## src/rtl/lsu_pkg.sv

```systemverilog
// Shared types and constants for the load/store unit: operation encoding,
// FSM state encoding and byte-lane geometry.
package lsu_pkg;

  localparam int LANE_W      = 8;
  localparam int NUM_LANES   = 4;
  localparam int LSU_DATA_W  = LANE_W * NUM_LANES;

  typedef enum logic [3:0] {
    OP_LB  = 4'd0,
    OP_LBU = 4'd1,
    OP_LH  = 4'd2,
    OP_LHU = 4'd3,
    OP_LW  = 4'd4,
    OP_LWL = 4'd5,
    OP_LWR = 4'd6,
    OP_SB  = 4'd7,
    OP_SH  = 4'd8,
    OP_SW  = 4'd9
  } lsu_op_t;

  typedef enum logic [1:0] {
    IDLE   = 2'd0,
    ACCESS = 2'd1,
    RESP   = 2'd2
  } lsu_state_t;

  // True for the three store flavours; everything else reads memory.
  function automatic logic op_is_store(input logic [3:0] op);
    return (op == OP_SB) || (op == OP_SH) || (op == OP_SW);
  endfunction

endpackage

```

## src/rtl/load_store_unit_if.sv

```systemverilog
// Bundles for the load/store unit: the execute-stage request/response channel
// and the data-port bus towards the Harvard data memory.

// Request/response channel: the execute stage is the master, the LSU the slave.
interface lsu_req_if #(
  parameter int ADDR_W = 32,
  parameter int DATA_W = 32
);
  logic              req_valid;
  logic              req_ready;
  logic [3:0]        op;
  logic [ADDR_W-1:0] addr;
  logic [DATA_W-1:0] store_data;
  logic [DATA_W-1:0] rt_old;
  logic              resp_valid;
  logic [DATA_W-1:0] resp_data;
  logic              resp_err;

  modport master (
    output req_valid, op, addr, store_data, rt_old,
    input  req_ready, resp_valid, resp_data, resp_err
  );

  modport slave (
    input  req_valid, op, addr, store_data, rt_old,
    output req_ready, resp_valid, resp_data, resp_err
  );
endinterface

// Data-port bus: the LSU is the master, the memory the slave.
interface lsu_dp_if #(
  parameter int ADDR_W = 32,
  parameter int DATA_W = 32
);
  logic [ADDR_W-1:0]   dp_address;
  logic [DATA_W-1:0]   writedata;
  logic [DATA_W/8-1:0] byteenable;
  logic                read_dp;
  logic                write_dp;
  logic [DATA_W-1:0]   dp_readdata;
  logic                stall;

  modport master (
    output dp_address, writedata, byteenable, read_dp, write_dp,
    input  dp_readdata, stall
  );

  modport slave (
    input  dp_address, writedata, byteenable, read_dp, write_dp,
    output dp_readdata, stall
  );
endinterface

```

## src/rtl/lsu_align.sv

```systemverilog
// Combinational lane logic for the load/store unit: byte enables, store-data
// replication, load extraction/extension, LWL/LWR merging and the
// misalignment check. Works purely on the low two address bits.
module lsu_align
  import lsu_pkg::*;
(
  input  logic [3:0]            op,
  input  logic [1:0]            o,
  input  logic [LSU_DATA_W-1:0] store_data,
  input  logic [LSU_DATA_W-1:0] rt_old,
  input  logic [LSU_DATA_W-1:0] rd,
  output logic [NUM_LANES-1:0]  byteenable,
  output logic [LSU_DATA_W-1:0] writedata,
  output logic [LSU_DATA_W-1:0] load_result,
  output logic                  misaligned
);

  logic [LSU_DATA_W-1:0] rd_shr;
  logic [LSU_DATA_W-1:0] rd_shl_lwl;
  logic [LSU_DATA_W-1:0] lwl_keep;
  logic [LSU_DATA_W-1:0] lwr_keep;

  // rd_shr brings the addressed lane down to bit 0; for LWL, ~o equals 3-o.
  // The LWL keep mask starts one lane lower so o=3 keeps nothing of rt_old.
  assign rd_shr     = rd >> {o, 3'b000};
  assign rd_shl_lwl = rd << {~o, 3'b000};
  assign lwl_keep   = 32'h00FF_FFFF >> {o, 3'b000};
  assign lwr_keep   = ~(32'hFFFF_FFFF >> {o, 3'b000});

  // Decode the operation into lane enables, write data and the load result.
  always_comb begin
    byteenable  = '0;
    writedata   = '0;
    load_result = '0;
    misaligned  = 1'b0;
    case (op)
      OP_LB: begin
        byteenable  = 4'b0001 << o;
        load_result = {{24{rd_shr[7]}}, rd_shr[7:0]};
      end
      OP_LBU: begin
        byteenable  = 4'b0001 << o;
        load_result = {24'h0, rd_shr[7:0]};
      end
      OP_LH: begin
        misaligned  = o[0];
        byteenable  = 4'b0011 << o;
        load_result = {{16{rd_shr[15]}}, rd_shr[15:0]};
      end
      OP_LHU: begin
        misaligned  = o[0];
        byteenable  = 4'b0011 << o;
        load_result = {16'h0, rd_shr[15:0]};
      end
      OP_LW: begin
        misaligned  = |o;
        byteenable  = 4'hF;
        load_result = rd;
      end
      OP_LWL: begin
        byteenable  = {o == 2'd3, o[1], |o, 1'b1};
        load_result = rd_shl_lwl | (rt_old & lwl_keep);
      end
      OP_LWR: begin
        byteenable  = 4'hF << o;
        load_result = rd_shr | (rt_old & lwr_keep);
      end
      OP_SB: begin
        byteenable = 4'b0001 << o;
        writedata  = {4{store_data[7:0]}};
      end
      OP_SH: begin
        misaligned = o[0];
        byteenable = 4'b0011 << o;
        writedata  = {2{store_data[15:0]}};
      end
      OP_SW: begin
        misaligned = |o;
        byteenable = 4'hF;
        writedata  = store_data;
      end
      default: begin
        misaligned = 1'b1;
      end
    endcase
  end

endmodule

```

## src/rtl/load_store_unit.sv

```systemverilog
// CPU-side initiator for the data port of the Harvard memory. Accepts one
// load/store at a time, issues a single word-aligned access (held through
// stall), and returns one response pulse. Misaligned or unknown operations
// are answered with an error and never reach the bus.
module load_store_unit
  import lsu_pkg::*;
#(
  parameter int ADDR_W = 32,
  parameter int DATA_W = 32
) (
  input logic       clk,
  input logic       rst,
  lsu_req_if.slave  req,
  lsu_dp_if.master  dp
);

  lsu_state_t state;
  lsu_state_t next_state;

  logic [3:0]        op_q;
  logic [ADDR_W-1:0] addr_q;
  logic [DATA_W-1:0] store_data_q;
  logic [DATA_W-1:0] rt_old_q;
  logic [DATA_W-1:0] resp_data_q;
  logic              resp_err_q;

  logic                  accept;
  logic                  is_store_q;
  logic [3:0]            al_op;
  logic [1:0]            al_o;
  logic [NUM_LANES-1:0]  al_be;
  logic [DATA_W-1:0]     al_wdata;
  logic [DATA_W-1:0]     al_result;
  logic                  al_misaligned;

  // While idle the aligner looks at the incoming request so misalignment can
  // be decided at accept time; afterwards it works on the latched copy.
  assign accept     = req.req_valid && (state == IDLE);
  assign is_store_q = op_is_store(op_q);
  assign al_op      = (state == IDLE) ? req.op : op_q;
  assign al_o       = (state == IDLE) ? req.addr[1:0] : addr_q[1:0];

  lsu_align u_align (
    .op          (al_op),
    .o           (al_o),
    .store_data  (store_data_q),
    .rt_old      (rt_old_q),
    .rd          (dp.dp_readdata),
    .byteenable  (al_be),
    .writedata   (al_wdata),
    .load_result (al_result),
    .misaligned  (al_misaligned)
  );

  // State register; reset abandons any access in flight without a response.
  always_ff @(posedge clk) begin
    if (rst) state <= IDLE;
    else     state <= next_state;
  end

  // Next-state logic: IDLE -> ACCESS (or straight to RESP on error) -> RESP -> IDLE.
  always_comb begin
    next_state = state;
    case (state)
      IDLE: begin
        if (accept) next_state = al_misaligned ? RESP : ACCESS;
      end
      ACCESS: begin
        if (!dp.stall) next_state = RESP;
      end
      RESP: begin
        next_state = IDLE;
      end
      default: begin
        next_state = IDLE;
      end
    endcase
  end

  // Latch the request on accept and capture the response when the access ends.
  always_ff @(posedge clk) begin
    if (rst) begin
      op_q         <= '0;
      addr_q       <= '0;
      store_data_q <= '0;
      rt_old_q     <= '0;
      resp_data_q  <= '0;
      resp_err_q   <= 1'b0;
    end else begin
      if (accept) begin
        op_q         <= req.op;
        addr_q       <= req.addr;
        store_data_q <= req.store_data;
        rt_old_q     <= req.rt_old;
        if (al_misaligned) begin
          resp_data_q <= '0;
          resp_err_q  <= 1'b1;
        end
      end
      if ((state == ACCESS) && !dp.stall) begin
        resp_data_q <= is_store_q ? '0 : al_result;
        resp_err_q  <= 1'b0;
      end
    end
  end

  // Bus and response outputs decode from state, so they are quiet outside
  // their phase and frozen through stall because the latched inputs are.
  always_comb begin
    req.req_ready  = (state == IDLE);
    req.resp_valid = 1'b0;
    req.resp_data  = '0;
    req.resp_err   = 1'b0;
    dp.dp_address  = '0;
    dp.byteenable  = '0;
    dp.writedata   = '0;
    dp.read_dp     = 1'b0;
    dp.write_dp    = 1'b0;
    if (state == ACCESS) begin
      dp.dp_address = {addr_q[ADDR_W-1:2], 2'b00};
      dp.byteenable = al_be;
      dp.writedata  = al_wdata;
      dp.read_dp    = !is_store_q;
      dp.write_dp   = is_store_q;
    end
    if (state == RESP) begin
      req.resp_valid = 1'b1;
      req.resp_data  = resp_data_q;
      req.resp_err   = resp_err_q;
    end
  end

endmodule

```

## src/flat_wrapper.sv

```systemverilog
// flat-port wrapper written by rule: the top's interface ports become plain ports
module load_store_unit_flat import lsu_pkg::*;
#(
  parameter int ADDR_W = 32,
  parameter int DATA_W = 32
)
  (clk, rst, req_req_valid, req_op, req_addr, req_store_data, req_rt_old, req_req_ready, req_resp_valid, req_resp_data, req_resp_err, dp_dp_address, dp_writedata, dp_byteenable, dp_read_dp, dp_write_dp, dp_dp_readdata, dp_stall);
  lsu_req_if #(.ADDR_W(ADDR_W), .DATA_W(DATA_W)) req_i ();
  lsu_dp_if #(.ADDR_W(ADDR_W), .DATA_W(DATA_W)) dp_i ();
  input logic clk;
  input logic rst;
  input wire logic [$bits(req_i.req_valid)-1:0] req_req_valid;
  input wire logic [$bits(req_i.op)-1:0] req_op;
  input wire logic [$bits(req_i.addr)-1:0] req_addr;
  input wire logic [$bits(req_i.store_data)-1:0] req_store_data;
  input wire logic [$bits(req_i.rt_old)-1:0] req_rt_old;
  output wire logic [$bits(req_i.req_ready)-1:0] req_req_ready;
  output wire logic [$bits(req_i.resp_valid)-1:0] req_resp_valid;
  output wire logic [$bits(req_i.resp_data)-1:0] req_resp_data;
  output wire logic [$bits(req_i.resp_err)-1:0] req_resp_err;
  output wire logic [$bits(dp_i.dp_address)-1:0] dp_dp_address;
  output wire logic [$bits(dp_i.writedata)-1:0] dp_writedata;
  output wire logic [$bits(dp_i.byteenable)-1:0] dp_byteenable;
  output wire logic [$bits(dp_i.read_dp)-1:0] dp_read_dp;
  output wire logic [$bits(dp_i.write_dp)-1:0] dp_write_dp;
  input wire logic [$bits(dp_i.dp_readdata)-1:0] dp_dp_readdata;
  input wire logic [$bits(dp_i.stall)-1:0] dp_stall;
  assign req_i.req_valid = req_req_valid;
  assign req_i.op = req_op;
  assign req_i.addr = req_addr;
  assign req_i.store_data = req_store_data;
  assign req_i.rt_old = req_rt_old;
  assign req_req_ready = req_i.req_ready;
  assign req_resp_valid = req_i.resp_valid;
  assign req_resp_data = req_i.resp_data;
  assign req_resp_err = req_i.resp_err;
  assign dp_dp_address = dp_i.dp_address;
  assign dp_writedata = dp_i.writedata;
  assign dp_byteenable = dp_i.byteenable;
  assign dp_read_dp = dp_i.read_dp;
  assign dp_write_dp = dp_i.write_dp;
  assign dp_i.dp_readdata = dp_dp_readdata;
  assign dp_i.stall = dp_stall;
  load_store_unit #(.ADDR_W(ADDR_W), .DATA_W(DATA_W)) u_core (.clk(clk), .rst(rst), .req(req_i), .dp(dp_i));
endmodule
```

## config.mk

```make
export PLATFORM = sky130hd
export DESIGN_NAME = load_store_unit_flat
export DESIGN_NICKNAME = d
export VERILOG_FILES = /design/src/rtl/lsu_pkg.sv /design/src/rtl/load_store_unit_if.sv /design/src/rtl/lsu_align.sv /design/src/rtl/load_store_unit.sv /design/src/flat_wrapper.sv
export SDC_FILE = /design/constraint.sdc
export NUM_CORES = 1
export LEC_CHECK = 0
export CORE_MARGIN = 4
export CORE_UTILIZATION = 38
export DETAILED_ROUTE_END_ITERATION = 7
export PLACE_DENSITY = 0.78
export SLEW_MARGIN = 20
export SYNTH_ARGS = -nofsm -noshare
export SYNTH_HDL_FRONTEND = slang
export SYNTH_SLANG_ARGS = --single-unit
```

## constraint.sdc

```tcl
create_clock -name clk -period 4.5 [get_ports clk]
set_input_delay 0.45 -clock clk [delete_from_list [all_inputs] [get_ports clk]]
set_output_delay 0.45 -clock clk [all_outputs]
set_load 0.01 [all_outputs]
```

==> impl_metrics.sql <==
INSERT INTO impl_metrics (metric_group, metric, value, unit) VALUES
('status', 'run_status', 'complete, but fails checks', ''),
('status', 'violations_in_the_final_reports', 'design-rule violations', ''),
('detailed_routing', 'drc_errors', '33', ''),
('global_routing', 'grt.overflow.total', '0', ''),
('setup_path', 'critPathMostFrequentCell', 'nor2_1', ''),
('global_routing', 'maximum_number_of_pins_on_one_net_before_global_route_repair', '103', ''),
('placement', 'dpl_cell_area', '10200', 'um^2'),
('sta', 'fmax', '240', 'MHz'),
('layout', 'syn_to_final_growth', '38.7', '%'),
('setup_path', 'criticalPathCategory', 'register to output pin', ''),
('logic_synthesis', 'synthesis.area_per_instance', '7.61', 'um^2'),
('setup_path', 'timing.critical_path.arrival', '3710', 'ps'),
('setup_path', 'slowest_stage_delay_cp', '660', 'ps'),
('clock_network', 'clk_pin_slew', '60', 'ps'),
('setup_path', 'critPathLaunchType', 'register', ''),
('global_routing', 'globalRouteTotalUtil', '0.237', ''),
('detailed_routing', 'finalWirelength', '27800', 'um'),
('placement', 'routabilityCongestion', '0.969', ''),
('detailed_routing', 'drt_first_iter_violations', '798', ''),
('min_path', 'worst_hold_path.num_cells', '2', ''),
('setup_path', 'timing.critical_path.to_type', 'output pin', ''),
('die', 'floorplan.die.height', '151', 'um'),
('die', 'boundaryPins', '241', ''),
('global_routing', 'antenna_found_initial', '0', ''),
('logic_synthesis', 'post_synth_inst_count', '1027', ''),
('placement', 'port_buffers', '238', ''),
('clock_network', 'clk_root_buffer_cell', 'clkbuf_16', ''),
('min_path', 'hold_path_startpoint', 'u_core.addr_q[22]$_SDFFE_PP0P_', ''),
('sta', 'worst_slew_margin_rel', '0.285', ''),
('setup_path', 'required', '4050', 'ps'),
('clock_network', 'ctsHtreeMaxLevel', '4', ''),
('clock_network', 'post-cts-setup-buffer-count', '0', ''),
('setup_path', 'crit_slowest_cell', 'dfxtp_1', ''),
('clock_network', 'cts_max_path_buffers', '2', ''),
('logic_synthesis', 'synth-seq-cells', '135', ''),
('logic_synthesis', 'post_synthesis_cell_type_count', '72', ''),
('placement', 'detailed_place_hpwl', '19600', 'um'),
('die', 'die_w', '151', 'um'),
('logic_synthesis', 'synth_top_flop_cell', 'dfxtp_1', ''),
('sta', 'final-hold-violation-count', '0', ''),
('die', 'floorplan.die_area', '22900', 'um^2'),
('logic_synthesis', 'yosys_warnings', '0', ''),
('layout', 'layout.cells.non_filler', '1496', ''),
('setup_path', 'reg2regPathDepth', '7', ''),
('sta', 'fin_ws', '335', 'ps'),
('logic_synthesis', 'yosysSeqAreaShare', '0.346', ''),
('layout', 'stdcell_area', '10800', 'um^2'),
('layout', 'num-fill-cells', '1910', ''),
('placement', 'dp_slack', '613', 'ps'),
('detailed_routing', 'num_vias', '8477', ''),
('global_routing', 'grt_first_pass_wirelength', '42800', 'um'),
('logic_synthesis', 'syn-cell-area', '7810', 'um^2'),
('sta', 'period_needed', '4160', 'ps'),
('sta', 'timing_worst_slew_pin_value', '1070', 'ps'),
('setup_path', 'critPathTopFamily', 'simple AND/OR/NAND/NOR gates', ''),
('detailed_routing', 'avgViaCountPerCell', '5.67', ''),
('setup_path', 'setup_slack_on_the_worst_flop_to_flop_path', '1050', 'ps'),
('setup_path', 'crit-reg2reg-capture', 'u_core.resp_data_q[30]$_SDFFE_PP0P_', ''),
('detailed_routing', 'dr.pass1.iters', '8', ''),
('detailed_routing', 'detail_route.wl_per_cell', '18.6', 'um'),
('clock_network', 'clk_latency', '420', 'ps'),
('sta', 'rsz0062_at_grt', 'false', ''),
('power', 'cellPowerDensity', '382', 'nW/um^2'),
('sta', 'worst_clock_skew', '14.0', 'ps'),
('setup_path', 'timing.critical_path.cells', 'or2_2 -> inv_4 -> o31ai_1 -> nand2_1 -> nor2_1 -> buf_4 -> a22oi_1 -> nor2_1 -> clkdlybuf4s50_1', ''),
('setup_path', 'buf_inv_on_cp', '3', ''),
('sta', 'setup_violations', '0', ''),
('logic_synthesis', 'async_flop_share', '0', ''),
('layout', 'num-nets-final', '1350', ''),
('clock_network', 'tritoncts.num_buffers', '17', ''),
('min_path', 'hold_path.class', 'register to register', '');
## synth_stat cells, types with 4 or more instances
cell type	n	area (um^2)
mux4_2	8	180
buf_6	7	78.8
nand2_1	237	890
mux2i_1	8	80.1
a211o_1	8	70.1
a22oi_1	28	210
a21bo_2	7	70.1
a21oi_1	131	656
o2111ai_1	8	70.1
nand3_1	45	225
and3_1	9	56.3
buf_4	6	45.0
nor2_1	53	199
o2bb2ai_1	8	70.1
o21ai_0	29	145
a222oi_1	7	70.1
nand2b_1	6	37.5
a32oi_1	6	52.6
nand4_1	17	106
o211ai_1	6	45.0
and2_1	73	457
mux2_2	5	56.3
clkbuf_1	50	188
a22o_1	24	210
a21boi_0	7	52.6
a21o_1	10	75.1
buf_2	22	110
a31oi_1	4	25.0
dfxtp_1	135	2700
## metrics by stage
step                hold slack [ps]  utilization  power (mW)
CTS                             451        0.535        4.14
floorplan                       424            -        2.30
global route                    468        0.536        4.34
global placement                437        0.505        2.68
finish                          447        0.536        4.14
detailed placement              439        0.505        2.70
## area by class of cell
cell class,count,area (um^2),area share
clock buffer,19,453,0.0418
clock inverter,12,151,0.0140
inverter,4,17.5,0.00162
multi-input combinational,802,4680,0.431
sequential,135,2700,0.249
tap,270,338,0.0312
timing repair buffer,254,2500,0.231
## cell usage in the layout (no fill, tap or decap), types with 6 or more instances in the layout
cell / netlist / layout
clkdlybuf4s50_1: 0 / 237
nand2_1: 237 / 236
dfxtp_1: 135 / 135
a21oi_1: 131 / 131
and2_1: 73 / 72
nor2_1: 53 / 53
nand3_1: 45 / 45
o21ai_0: 29 / 29
a22oi_1: 28 / 28
a22o_1: 24 / 24
nand4_1: 17 / 17
clkbuf_16: 0 / 17
buf_4: 6 / 17
a21o_1: 10 / 10
and3_1: 9 / 9
mux2i_1: 8 / 8
a211o_1: 8 / 8
o2111ai_1: 8 / 8
mux4_2: 8 / 8
o2bb2ai_1: 8 / 8
a21bo_2: 7 / 7
a21boi_0: 7 / 7
a222oi_1: 7 / 7
nand2b_1: 6 / 6
o211ai_1: 6 / 6
a32oi_1: 6 / 6
## where the power goes
group / leakage (nW) / switching, mW / internal, mW
registers: 1.10 / 0.0970 / 1.30
logic: 2.52 / 0.796 / 0.514
clock network: 0.283 / 0.541 / 0.896
total: 3.90 / 1.43 / 2.71
## sequential cells by signal (all words and copies together), names as in the netlist
signal               count
u_core.addr_q           32
u_core.op_q              4
u_core.resp_data_q      32
u_core.resp_err_q        1
u_core.rt_old_q         32
u_core.state             2
u_core.store_data_q     32
## tightest hold or removal path, cell delays in order (launching register included)
cell	delay (ps)
dfxtp_1	300
nand2_1	50
a21oi_1	50
## how the worst max path moves through the flow
| stage | to | slack [ps] | cells after the start |
|---|---|---|---|
| 6_report | dp_writedata[16] | 340 | 9 |
| 5_1_grt | dp_writedata[16] | 60 | 9 |
| 4_1_cts | dp_writedata[16] | 140 | 9 |
| 3_5_place_dp | dp_writedata[16] | 610 | 9 |
| 3_3_place_gp | dp_writedata[20] | 760 | 9 |
| 2_1_floorplan | dp_byteenable[3] | 1820 | 11 |
## cell families (layout without fill, tap and decap cells)
logic type	count (synthesis)	count (layout)	share of synthesized area
compound gates	304	304	0.261
fa+ha+maj	1	1	0.00128
buf+inv	91	289	0.0586
flops	135	135	0.346
mux	24	24	0.0480
other cells	1	2	0.000480
simple gates	471	471	0.285
## per-layer routing
layer / vias up / global-route usage / wire [um]
met1: 3906 / 0.299 / 11100
met3: 68 / 0.0748 / 3140
met4: 0 / 0.0966 / 915
met5: - / 0 / 0
li1: 4013 / - / -
met2: 490 / 0.375 / 12600
Note: power is estimated with default switching activity, not from simulation.
